## src/rtl/sid_i2s_tx.sv

```systemverilog
// rtl/sid_i2s_tx.sv - mono 16-bit sample stream to I2S (Philips) master serializer
// Generates BCLK/LRCLK from CLK and ships each held sample on both channels.
module sid_i2s_tx #(
  parameter int BCLK_DIV = 4
) (
  input  logic               CLK,
  input  logic               RESETn,
  input  logic signed [15:0] SAMPLE,
  input  logic               SAMPLE_VALID,
  output logic               BCLK,
  output logic               LRCLK,
  output logic               SDATA,
  output logic               FRAME_START,
  output logic               OVERRUN,
  output logic               UNDERRUN
);

  localparam int               DIV_W    = (BCLK_DIV > 1) ? $clog2(BCLK_DIV) : 1;
  localparam logic [DIV_W-1:0] DIV_LAST = DIV_W'(BCLK_DIV - 1);

  logic [DIV_W-1:0] div_cnt;
  logic [4:0]       bit_cnt;
  logic [15:0]      hold;
  logic             pending;
  logic [31:0]      frame_word;

  logic             div_tc;
  logic             fall_evt;
  logic             latch;
  logic [4:0]       bit_nxt;
  logic [4:0]       sdata_idx;
  logic             sdata_nxt;

  always_comb begin
    div_tc    = (div_cnt == DIV_LAST);
    fall_evt  = div_tc & BCLK;
    bit_nxt   = bit_cnt + 5'd1;
    latch     = fall_evt & (bit_cnt == 5'd0);
    // Bit k of the frame is word[32-k]; k=0 wraps to word[0] of the outgoing word.
    sdata_idx = 5'd0 - bit_nxt;
    // The MSB goes out on the very edge the new word is latched, so take it from hold.
    sdata_nxt = (bit_nxt == 5'd1) ? hold[15] : frame_word[sdata_idx];
  end

  always_ff @(posedge CLK or negedge RESETn) begin
    if (!RESETn) begin
      div_cnt     <= '0;
      BCLK        <= 1'b0;
      bit_cnt     <= 5'd31;
      LRCLK       <= 1'b1;
      SDATA       <= 1'b0;
      frame_word  <= '0;
      hold        <= '0;
      pending     <= 1'b0;
      FRAME_START <= 1'b0;
      OVERRUN     <= 1'b0;
      UNDERRUN    <= 1'b0;
    end else begin
      div_cnt <= div_tc ? '0 : div_cnt + 1'b1;
      if (div_tc) begin
        BCLK <= ~BCLK;
      end
      if (fall_evt) begin
        bit_cnt <= bit_nxt;
        LRCLK   <= bit_nxt[4];
        SDATA   <= sdata_nxt;
      end
      if (latch) begin
        frame_word <= {hold, hold};
      end
      if (SAMPLE_VALID) begin
        hold <= SAMPLE;
      end
      // A strobe on the latch cycle becomes the next pending sample.
      pending     <= SAMPLE_VALID | (pending & ~latch);
      FRAME_START <= latch;
      UNDERRUN    <= latch & ~pending;
      OVERRUN     <= SAMPLE_VALID & pending & ~latch;
    end
  end

endmodule

```

## config.mk

```make
export PLATFORM = sky130hd
export DESIGN_NAME = sid_i2s_tx
export DESIGN_NICKNAME = d
export VERILOG_FILES = /design/src/rtl/sid_i2s_tx.sv
export SDC_FILE = /design/constraint.sdc
export NUM_CORES = 1
export LEC_CHECK = 0
export ABC_AREA = 1
export CAP_MARGIN = 10
export CORE_AREA = 5 5 71 73
export DETAILED_ROUTE_END_ITERATION = 10
export DIE_AREA = 0 0 76 78
export GPL_ROUTABILITY_DRIVEN = 1
export GPL_TIMING_DRIVEN = 1
export PLACE_DENSITY = 0.73
export RECOVER_POWER = 50
export REMOVE_ABC_BUFFERS = 1
export SYNTH_ARGS = -nofsm -noshare
export SYNTH_HDL_FRONTEND = slang
export SYNTH_SLANG_ARGS = --single-unit
```

## constraint.sdc

```tcl
create_clock -name CLK -period 2.28 [get_ports CLK]
set_clock_uncertainty 0.15 [all_clocks]
set_input_delay 0.456 -clock CLK [delete_from_list [all_inputs] [get_ports CLK]]
set_output_delay 0.456 -clock CLK [all_outputs]
set_load 0.005 [all_outputs]
```

## Yosys cells after proc, flatten, opt, wreduce, memory -nomap -nowiden

Cells that the tools add are included.

| word-level totals | value |
|---|---|
| bits in registers | 62 |
| output and inout port bits | 6 |
| word-level logic and storage cells | 32 |

| cells by class | value |
|---|---|
| reductions and logical operators | 1 |
| add/sub/neg operators | 3 |
| equal/unequal tests | 2 |
| bitwise operators | 10 |
| multiplexer cells | 4 |
| magnitude comparators | 1 |

Operators by type and width:

| kind | count |
|---|---|
| $and 1x1->1 | 6 |
| $lt 5x6->1 const B | 1 |
| $add 5x1->5 const B | 1 |
| $bmux 1 s5 | 1 |
| $eq 5x1->1 const B | 1 |
| $logic_not 5->1 | 1 |
| $sub 1x5->5 const A | 1 |
| $not 1->1 | 3 |
| $add 2x1->2 const B | 1 |
| $eq 2x2->1 const B | 1 |
| $mux 1 | 2 |
| $mux 2 | 1 |
| $or 1x1->1 | 1 |

## Longest topological paths before layout

Gate-level depths: netlist of the first run.

| depth | value |
|---|---|
| word-level depth | 6 |
| gate-level depth with buffers | 13 |
| gate-level depth less buffers | 12 |

## Least setup slack after synthesis of the first run

OpenSTA, ideal clock, no wires.

| timing path | value |
|---|---|
| path type | register to register |
| from | register bit_cnt[0] |
| to | register SDATA |
| arrival | 1.705 ns |
| period minus slack after synthesis | 1.974 ns |
| slack | 0.306 ns |
| stages on the path, launching flop included | 14 |
| path through | dfstp_2 -> inv_2 -> buf_6 -> ha_1 -> inv_1 -> nand2_1 -> nand2_2 -> clkinv_2 -> nand2_1 -> nand2_1 -> nand2_1 -> nand3_1 -> nand3_2 -> a21oi_2 |

| between the ends | value |
|---|---|
| word-level cells in the longest chain between the ends | 5 |

Ends and longest elaborated chain:

| item | line | source |
|---|---|---|
| start, declared | 22 | `logic [4:0] bit_cnt;` |
| start signal, assigned | 64 | `bit_cnt <= bit_nxt;` |
| $add 5x1->5 (*) | 37 | `bit_nxt = bit_cnt + 5'd1;` |
| via bit_nxt[0] | 30 | `logic [4:0] bit_nxt;` |
| $sub 1x5->5 | 40 | `sdata_idx = 5'd0 - bit_nxt;` |
| $bmux 1 s5 | 42 | `sdata_nxt = (bit_nxt == 5'd1) ? hold[15] : frame_word[sdata_idx];` |
| $mux 1 (implied by the code) | 42 |  |
| $mux 1 (*) | 42 |  |
| end signal, assigned | 66 | `SDATA <= sdata_nxt;` |
| end, declared | 12 | `output logic SDATA,` |

Mark *: on every way through the listed nets, which the timed path passes. The rest lies on a longest branch. The select of a mux whose other input is x is not followed.
A chain may end at the register's enable or synchronous reset.

## Final worst setup path of the first run

Same ends and word-level chain as after synthesis.

==> results.txt, run 1 <==
Status = complete, no violations
Post-route minimum period = 2030 ps
Htree depth = 2
Max-capacitance violation count = 0
Nets@finish = 292
Register-to-register setup slack = 250 ps
Antenna viol nets, final = 0
Clk_lat worst skew = 290 ps
Cell Pwr Density = 616 mW/mm2
Max_slew headroom = 0.486
Initial Util = 0.498
Crit-path slowest cell = dfstp_2
Post-CTS Repair Setup Buffers = 0
Num rows = 24
CTS Hold Bufs = 1
Post-CTS Resized = 0
Drt drc = 0
Arrival time at the worst endpoint = 2060 ps
FMAX = 494 MHz
Fin crit share = 0.888
Antenna cell count = 0
Design area = 0.00251 mm2
Clock transition at path regs = 80 ps
Clock sinks = 45
Largest net degree at the start of global routing = 37
First-pass GRT wire length = 6650 um
Warnings from Yosys = 0
Unrepaired setup endpoints after global routing = no
Gpl congestion = 0.819
Clock Tree Buf Depth = 2
Core Region = 0.00429 mm2
Delay of the slowest critical-path stage = 540 ps
Worst setup SP type = flop
Vias in the first global route = 1,561
Post-synthesis cell type count = 24
Reg2reg start = bit_cnt[0]
Die width = 76 um
Reg2Reg Depth = 12
Worst Tran Pin Value = 771 ps
Worst Hold Path EP = div_cnt[0]
Seq/Total Area, Yosys = 0.530
Hold Slack = 278 ps
Drt first-iter violations = 94
Area leader, netlist = dfrtp_1
Setup TNS = 0 ps
Layout cells sized above 1 = 0.185
PortBufs = 24
Worst Path Required = 2310 ps
Cells after synthesis = 242
Filler Cell Count = 395
Mapped Avg Cell Area = 8.83 um2
Final hold vios = 0
Max-slew violation count = 0
Setup crit end kind = flop
Via count = 1,552
Post-synthesis register bit count = 45
Height of the chip = 78 um
Vias per Instance = 4.80
Area contributors post-synth = dfrtp_1 (47%), nand2_1 (16%), o21ai_2 (6.6%)
Area of the mapped netlist = 0.00214 mm2
Routed length per instance = 11.1 um
Initial antenna violation count = 0
DR pass1 iterations = 4
Hold_sp = div_cnt[0]
Min-Delay Path Class = flop to flop
Utilization after layout = 0.585
Reg-to-Reg End = SDATA
Cells on Worst Hold Path = 1
Post-synth top area share = 0.468
Root Buffer = clkbuf_8
CP top delay family = simple AND/OR/NAND/NOR gates
Critical Path Fanout Max = 12
Die area = 0.00593 mm2
Layout area overhead = 17.6%
CP Cell Sequence = inv_2 > ha_1 > inv_1 > nand2_1 > nand2_2 > clkinv_2 > nand2_1 > nand2_1 > nand2_1 > nand3_1 > nand3_2 > a21oi_2
# IOs = 25
CTS tree = yes
GRT Util Overall = 0.136
Leakage = 1.24 nW
Bufs and invs on worst path = 3
Clock buffer count from CTS = 5
Total gr overflow = 0
Setup CP Type = flop to flop
Worst vdd ir = 0.388 mV
DP HPWL = 2700 um
WL final = 3570 um
Area after DPL = 0.00241 mm2
Most Frequent Cell on Critical Path = nand2_1
Setup Viol. Count Final = 0
[per-layer routing]
metal,vias up,wire length [um],GRT usage,share of wire
met5,-,0,0,0
met4,0,50,0.0498,0.014
met3,6,136,0.0428,0.038
met2,23,1780,0.224,0.50
met1,712,1610,0.166,0.45
li1,811,-,-,-
[cell usage after synthesis]
library cell / count
a21o_1: 1
a21oi_2: 1
buf_4: 1
buf_6: 5
clkbuf_1: 3
clkinv_2: 1
dfrtp_1: 40
dfstp_2: 5
ha_1: 3
inv_1: 25
inv_2: 3
inv_4: 1
nand2_1: 90
nand2_2: 4
nand3_1: 6
nand3_2: 4
nand4_1: 2
nor2_1: 5
nor2_2: 1
nor2_4: 1
nor3_2: 2
o21ai_0: 20
o21ai_2: 16
xor2_1: 2
[worst reg2reg max path, cell delays in order (launching register included)]
cell and delay, ps:
dfstp_2 540, inv_2 100, ha_1 370, inv_1 80
nand2_1 100, nand2_2 130, clkinv_2 80, nand2_1 50
nand2_1 50, nand2_1 60, nand3_1 80, nand3_2 80
a21oi_2 50
[report_power, final]
part	switching [mW]	internal [mW]	total (mW)	leakage, nW
Combinational	0.0828	0.0721	0.155	0.644
Sequential	0.0226	0.851	0.874	0.539
Clock	0.247	0.274	0.521	0.0542
Total	0.353	1.20	1.55	1.24
[worst max path at each step]
stage | depth (start not counted) | start | slack, ps | to
5_1_grt | 12 | bit_cnt[0] | 90 | SDATA
2_1_floorplan | 6 | bit_cnt[0] | 190 | pending
3_5_place_dp | 12 | bit_cnt[0] | 260 | SDATA
6_report | 12 | bit_cnt[0] | 250 | SDATA
4_1_cts | 12 | bit_cnt[0] | 250 | SDATA
3_3_place_gp | 12 | bit_cnt[0] | 350 | SDATA
[placed cells by master, fill, tap and decap left out]
cell	n
a21o_1	1
clkbuf_2	1
inv_1	25
inv_2	3
dfstp_2	5
buf_4	2
clkdlybuf4s50_1	23
xor2_1	2
nor2_2	1
dfrtp_1	40
a21oi_2	1
nor3_2	2
nand3_1	6
ha_1	3
o21ai_0	20
nand2_1	91
nand2_2	3
clkbuf_8	7
clkinv_2	2
nor2_4	1
o21ai_2	16
nand4_1	2
nor2_1	5
dlygate4sd3_1	1
inv_4	1
buf_12	1
clkbuf_1	2
nand3_2	4
[cell families after synthesis]
kind of cell    after synthesis  share of synthesized area
flops                        45                      0.530
buf+inv                      39                     0.0896
simple gates                115                      0.235
xor+xnor                      2                    0.00820
fa+ha+maj                     3                     0.0176
compound gates               38                      0.120
[registers in the layout, summed over array words and instances, names as in the netlist]
register and cells:
BCLK 1, FRAME_START 1, LRCLK 1, OVERRUN 1, SDATA 1, UNDERRUN 1
bit_cnt 4, div_cnt 2, frame_word 16, hold 16, pending 1
[stage by stage]
step           total power [mW]  instances  setup slack [ps]
2_1_floorplan             0.966        233               193
3_3_place_gp               1.04        314               348
3_5_place_dp               1.05        314               263
4_1_cts                    1.58        323               247
5_1_grt                    1.64        323              94.5
6_report                   1.55        323               254
[layout make-up]
type / count / area (um2) / share of cell area
repair buffers: 30 / 288 / 0.114
well taps: 52 / 65.1 / 0.0259
flip-flops and latches: 45 / 1130 / 0.450
inverters: 30 / 116 / 0.0463
multi-input cells: 158 / 811 / 0.323
clock buffers: 7 / 96.3 / 0.0383
clock inverters: 1 / 5.00 / 0.00199
Note: power is estimated with default switching activity, not from simulation.
==> inputs of run 2 (changes only) <==
MAX_ROUTING_LAYER = met4   (was unset)
PLACE_DENSITY = 0.72   (was 0.73)
RECOVER_POWER = 25   (was 50)
==> results.txt, run 2 (same netlist as run 1, synthesis figures left out) <==
Status = complete, no violations
Reg2Reg Depth = 12
Clock buffer count from CTS = 5
Layout area overhead = 17.9%
Total gr overflow = 0
CP endpoint = SDATA
Drt drc = 0
Nets@finish = 290
First-pass GRT wire length = 6000 um
Max-capacitance violation count = 0
Fin crit share = 0.876
Most frequent cells in the layout = nand2_1 (90), dfrtp_1 (40), inv_1 (25), clkdlybuf4s50_1 (23), o21ai_0 (20)
Routed length per instance = 10.3 um
Initial antenna violation count = 0
Clock Tree Buf Depth = 2
Vias in the first global route = 1,417
Gpl congestion = 0.815
Final hold vios = 0
Leakage = 1.24 nW
Power after layout = 1.63 mW
Critical Path Fanout Max = 12
Max_slew headroom = 0.309
CP Cell Sequence = inv_2 > ha_1 > inv_1 > nand2_1 > nand2_2 > clkinv_2 > nand2_1 > nand2_1 > nand2_1 > nand3_1 > nand3_2 > a21oi_2
Delay of the slowest critical-path stage = 540 ps
Die width = 76 um
Worst Tran Pin Value = 1040 ps
Worst vdd ir = 0.355 mV
Reg2reg start = bit_cnt[0]
Height of the chip = 78 um
Root Buffer = clkbuf_8
Worst Path Required = 2320 ps
CTS tree = yes
Setup Viol. Count Final = 0
Biggest regs = frame_word (16), hold (16), bit_cnt (4)
Clock transition at path regs = 80 ps
Critical Path Source = bit_cnt[0]
Num rows = 24
Antenna viol nets, final = 0
FMAX = 501 MHz
Post-CTS Repair Setup Buffers = 0
WL final = 3320 um
# IOs = 25
Via count = 1,552
Unrepaired setup endpoints after global routing = no
Reg-to-Reg End = SDATA
Antenna cell count = 0
Worst setup SP type = flop
Layout cells sized above 1 = 0.190
Setup crit end kind = flop
DP HPWL = 2410 um
DR pass1 iterations = 4
Clk_lat worst skew = 290 ps
CTS Hold Bufs = 0
Initial Util = 0.498
Most Frequent Cell on Critical Path = nand2_1
Largest net degree at the start of global routing = 46
Max-slew violation count = 0
Arrival time at the worst endpoint = 2030 ps
Commonest non-fill, non-tap cell in the layout = nand2_1
Post-CTS Resized = 0
Setup CP Type = flop to flop
Vias per Instance = 4.83
PortBufs = 24
Core Region = 0.00429 mm2
Register-to-register setup slack = 280 ps
Drt first-iter violations = 54
Min-Delay Path Class = primary input to asynchronous set/reset pin
Clock sinks = 45
Die area = 0.00593 mm2
Crit-path slowest cell = dfstp_2
Cell Pwr Density = 648 mW/mm2
Htree depth = 2
Post-route minimum period = 2000 ps
GRT Util Overall = 0.126
Setup TNS = 0 ps
[run 2: cell types whose count changed in the layout (fill, tap and decap cells not counted)]
cell / delta
clkbuf_8: -1
nand2_1: -1
clkinv_2: -1
nand2_2: +1
clkbuf_1: -1
bufinv_16: +1
buf_2: +1
dlygate4sd3_1: -1
[run 2: cell type report]
cell class                      instances  area (um2)
Clock inverter                          1        30.0
Clock buffer                            7        86.3
Fill cell                             374        1780
Tap cell                               52        65.1
Multi-Input combinational cell        158         813
Inverter                               30         116
Sequential cell                        45        1130
Timing Repair Buffer                   28         275
[run 2: how the worst min path moves through the flow]
stage	start	endpoint	slack, ps	cells after the start
final	RESETn	FRAME_START	270	2
after floorplan	RESETn	BCLK	10	0
after CTS	RESETn	SDATA	100	2
after detailed placement	div_cnt[0]	div_cnt[0]	280	1
after global placement	div_cnt[0]	div_cnt[0]	270	1
after global routing	div_cnt[0]	div_cnt[0]	320	1
[run 2: power by group]
group	leakage (nW)	switching (mW)	internal, mW
Combinational	0.642	0.0797	0.0708
Clock	0.0585	0.250	0.357
Sequential	0.539	0.0222	0.851
Total	1.24	0.352	1.28
[run 2: critical path: cells and delay by family, from the launching register on]
family / cells / cell delay [ps]
DFF: 1 / 540
and+or+nand+nor: 7 / 530
adders and majority gates: 1 / 370
buffers and inverters: 3 / 260
AOI/OAI and AO/OA: 1 / 40
[run 2: routing by layer]
metal / up-vias / share of wire / global-route usage
met5: - / 0 / -
met4: 0 / 0.011 / 0.0480
met3: 5 / 0.049 / 0.0289
met2: 26 / 0.47 / 0.204
met1: 713 / 0.46 / 0.152
li1: 808 / - / -
[run 2: stage by stage]
| step | utilization | area, um2 | cells | setup slack [ps] | hold WS (ps) |
|---|---|---|---|---|---|
| floorplan | - | 2060 | 233 | 193 | 10.4 |
| global placement | 0.560 | 2400 | 313 | 349 | 266 |
| detailed placement | 0.560 | 2400 | 313 | 291 | 280 |
| CTS | 0.587 | 2520 | 321 | 277 | 98.2 |
| global route | 0.587 | 2520 | 321 | 56.8 | 323 |
| finish | 0.587 | 2520 | 321 | 284 | 269 |
==> inputs of run 3 (changes only) <==
CORE_AREA = 5 5 69 71   (was 5 5 71 73)
DIE_AREA = 0 0 74 76   (was 0 0 76 78)
PLACE_DENSITY = 0.76   (was 0.72)
==> results.txt, run 3 (same netlist as run 1, synthesis figures left out) <==
Antenna viol nets, final = 0
Filler Cell Count = 365
First-pass GRT wire length = 6620 um
Setup CP Type = flop to flop
Drt first-iter violations = 90
Hold_sp = div_cnt[0]
Biggest regs = frame_word (16), hold (16), bit_cnt (4)
# IOs = 25
Layout area overhead = 18.2%
Initial antenna violation count = 0
Utilization after layout = 0.605
Met3 global-route usage = 0.0396
Routed length per instance = 10.7 um
CP Cell Sequence = inv_2 > ha_1 > inv_1 > nand2_1 > nand2_2 > clkinv_2 > nand2_1 > nand2_1 > nand2_1 > nand3_1 > nand3_2 > a21oi_2
Num rows = 24
GRT Max-Usage Layer = met2
Worst setup SP type = flop
Crit-path slowest cell = dfstp_2
Post-route non-filler standard cell count = 323
Commonest non-fill, non-tap cell in the layout = nand2_1
Status = complete, no violations
Nets@finish = 292
Placed instance count = 314
Post-route minimum period = 2030 ps
Post-CTS Repair Setup Buffers = 0
Reg2reg start = bit_cnt[0]
Unrepaired setup endpoints after global routing = no
Critical Path Fanout Max = 12
Total gr overflow = 0
Max_slew headroom = 0.241
Clk_lat worst skew = 290 ps
Leakage = 1.24 nW
Critical Path Source = bit_cnt[0]
Clock buffer count from CTS = 5
Bufs and invs on worst path = 3
Max-capacitance violation count = 0
Worst Tran Pin Value = 1140 ps
Delay of the slowest critical-path stage = 540 ps
Vias per Instance = 4.73
Clock transition at path regs = 80 ps
Setup crit end kind = flop
Root Buffer = clkbuf_8
Hold Slack = 284 ps
CP top delay family = simple AND/OR/NAND/NOR gates
Setup TNS = 0 ps
Setup Viol. Count Final = 0
Met2 GRT Util = 0.244
Initial Util = 0.512
Die width = 74 um
Clock sinks = 45
Vias in the first global route = 1,544
Most Frequent Cell on Critical Path = nand2_1
DP HPWL = 2570 um
Drt drc = 0
Die area = 0.00562 mm2
Fin crit share = 0.891
Largest net degree at the start of global routing = 35
DR pass1 iterations = 4
Worst vdd ir = 0.449 mV
GRT Util Overall = 0.154
Height of the chip = 76 um
PortBufs = 24
WL final = 3470 um
CTS tree = yes
Antenna cell count = 0
FMAX = 492 MHz
Max-slew violation count = 0
Cell Pwr Density = 637 mW/mm2
Worst Path Required = 2320 ps
Core Region = 0.00417 mm2
Arrival time at the worst endpoint = 2070 ps
Power after layout = 1.61 mW
Most frequent cells in the layout = nand2_1 (91), dfrtp_1 (40), inv_1 (25), clkdlybuf4s50_1 (23), o21ai_0 (20)
Min-Delay Path Class = flop to flop
M1 GR Usage = 0.187
Gpl congestion = 0.779
Clock Tree Buf Depth = 2
Via count = 1,528
Final hold vios = 0
Htree depth = 2
Layout cells sized above 1 = 0.185
[run 3: repair_timing]
item / 4_1_cts / 5_1_grt
hold endpoints to repair: 20 / 0
hold buffers: 1 / 0
endpoints found under the setup margin: 0 / 0
gates resized for setup: 0 / 0
[run 3: layer usage]
metal / up-vias / part of all wire
met5: - / 0
met4: 0 / 0.018
met3: 6 / 0.042
met2: 22 / 0.50
met1: 694 / 0.44
li1: 806 / -
[run 3: final cells by class]
type	instances	area, um2	share of cell area
multi-input cells	158	811	0.321
well taps	52	65.1	0.0258
flip-flops and latches	45	1130	0.448
inverters	30	116	0.0461
clock inverters	2	35.0	0.0139
repair buffers	30	294	0.116
clock buffers	6	72.6	0.0287
[run 3: where the power goes]
part           switching, mW  leakage [nW]  internal (mW)
clock                  0.255        0.0552          0.325
combinational         0.0833         0.648         0.0734
sequential            0.0222         0.539          0.851
[run 3: final timing paths]
path,end,slack [ps],cells past startpoint
min in group asynchronous,hold[3],750,2
worst min register to register,div_cnt[0],280,1
worst min-delay path,div_cnt[0],280,1
worst max register to register,SDATA,250,12
max in group asynchronous,bit_cnt[0],370,3
worst max-delay path,SDATA,250,12
[run 3: metrics by stage]
stage | setup WS (ps) | instance area (um2)
4_1_cts | 234 | 2530
6_report | 249 | 2530
3_3_place_gp | 296 | 2410
5_1_grt | 30.8 | 2530
3_5_place_dp | 267 | 2410
2_1_floorplan | 193 | 2060
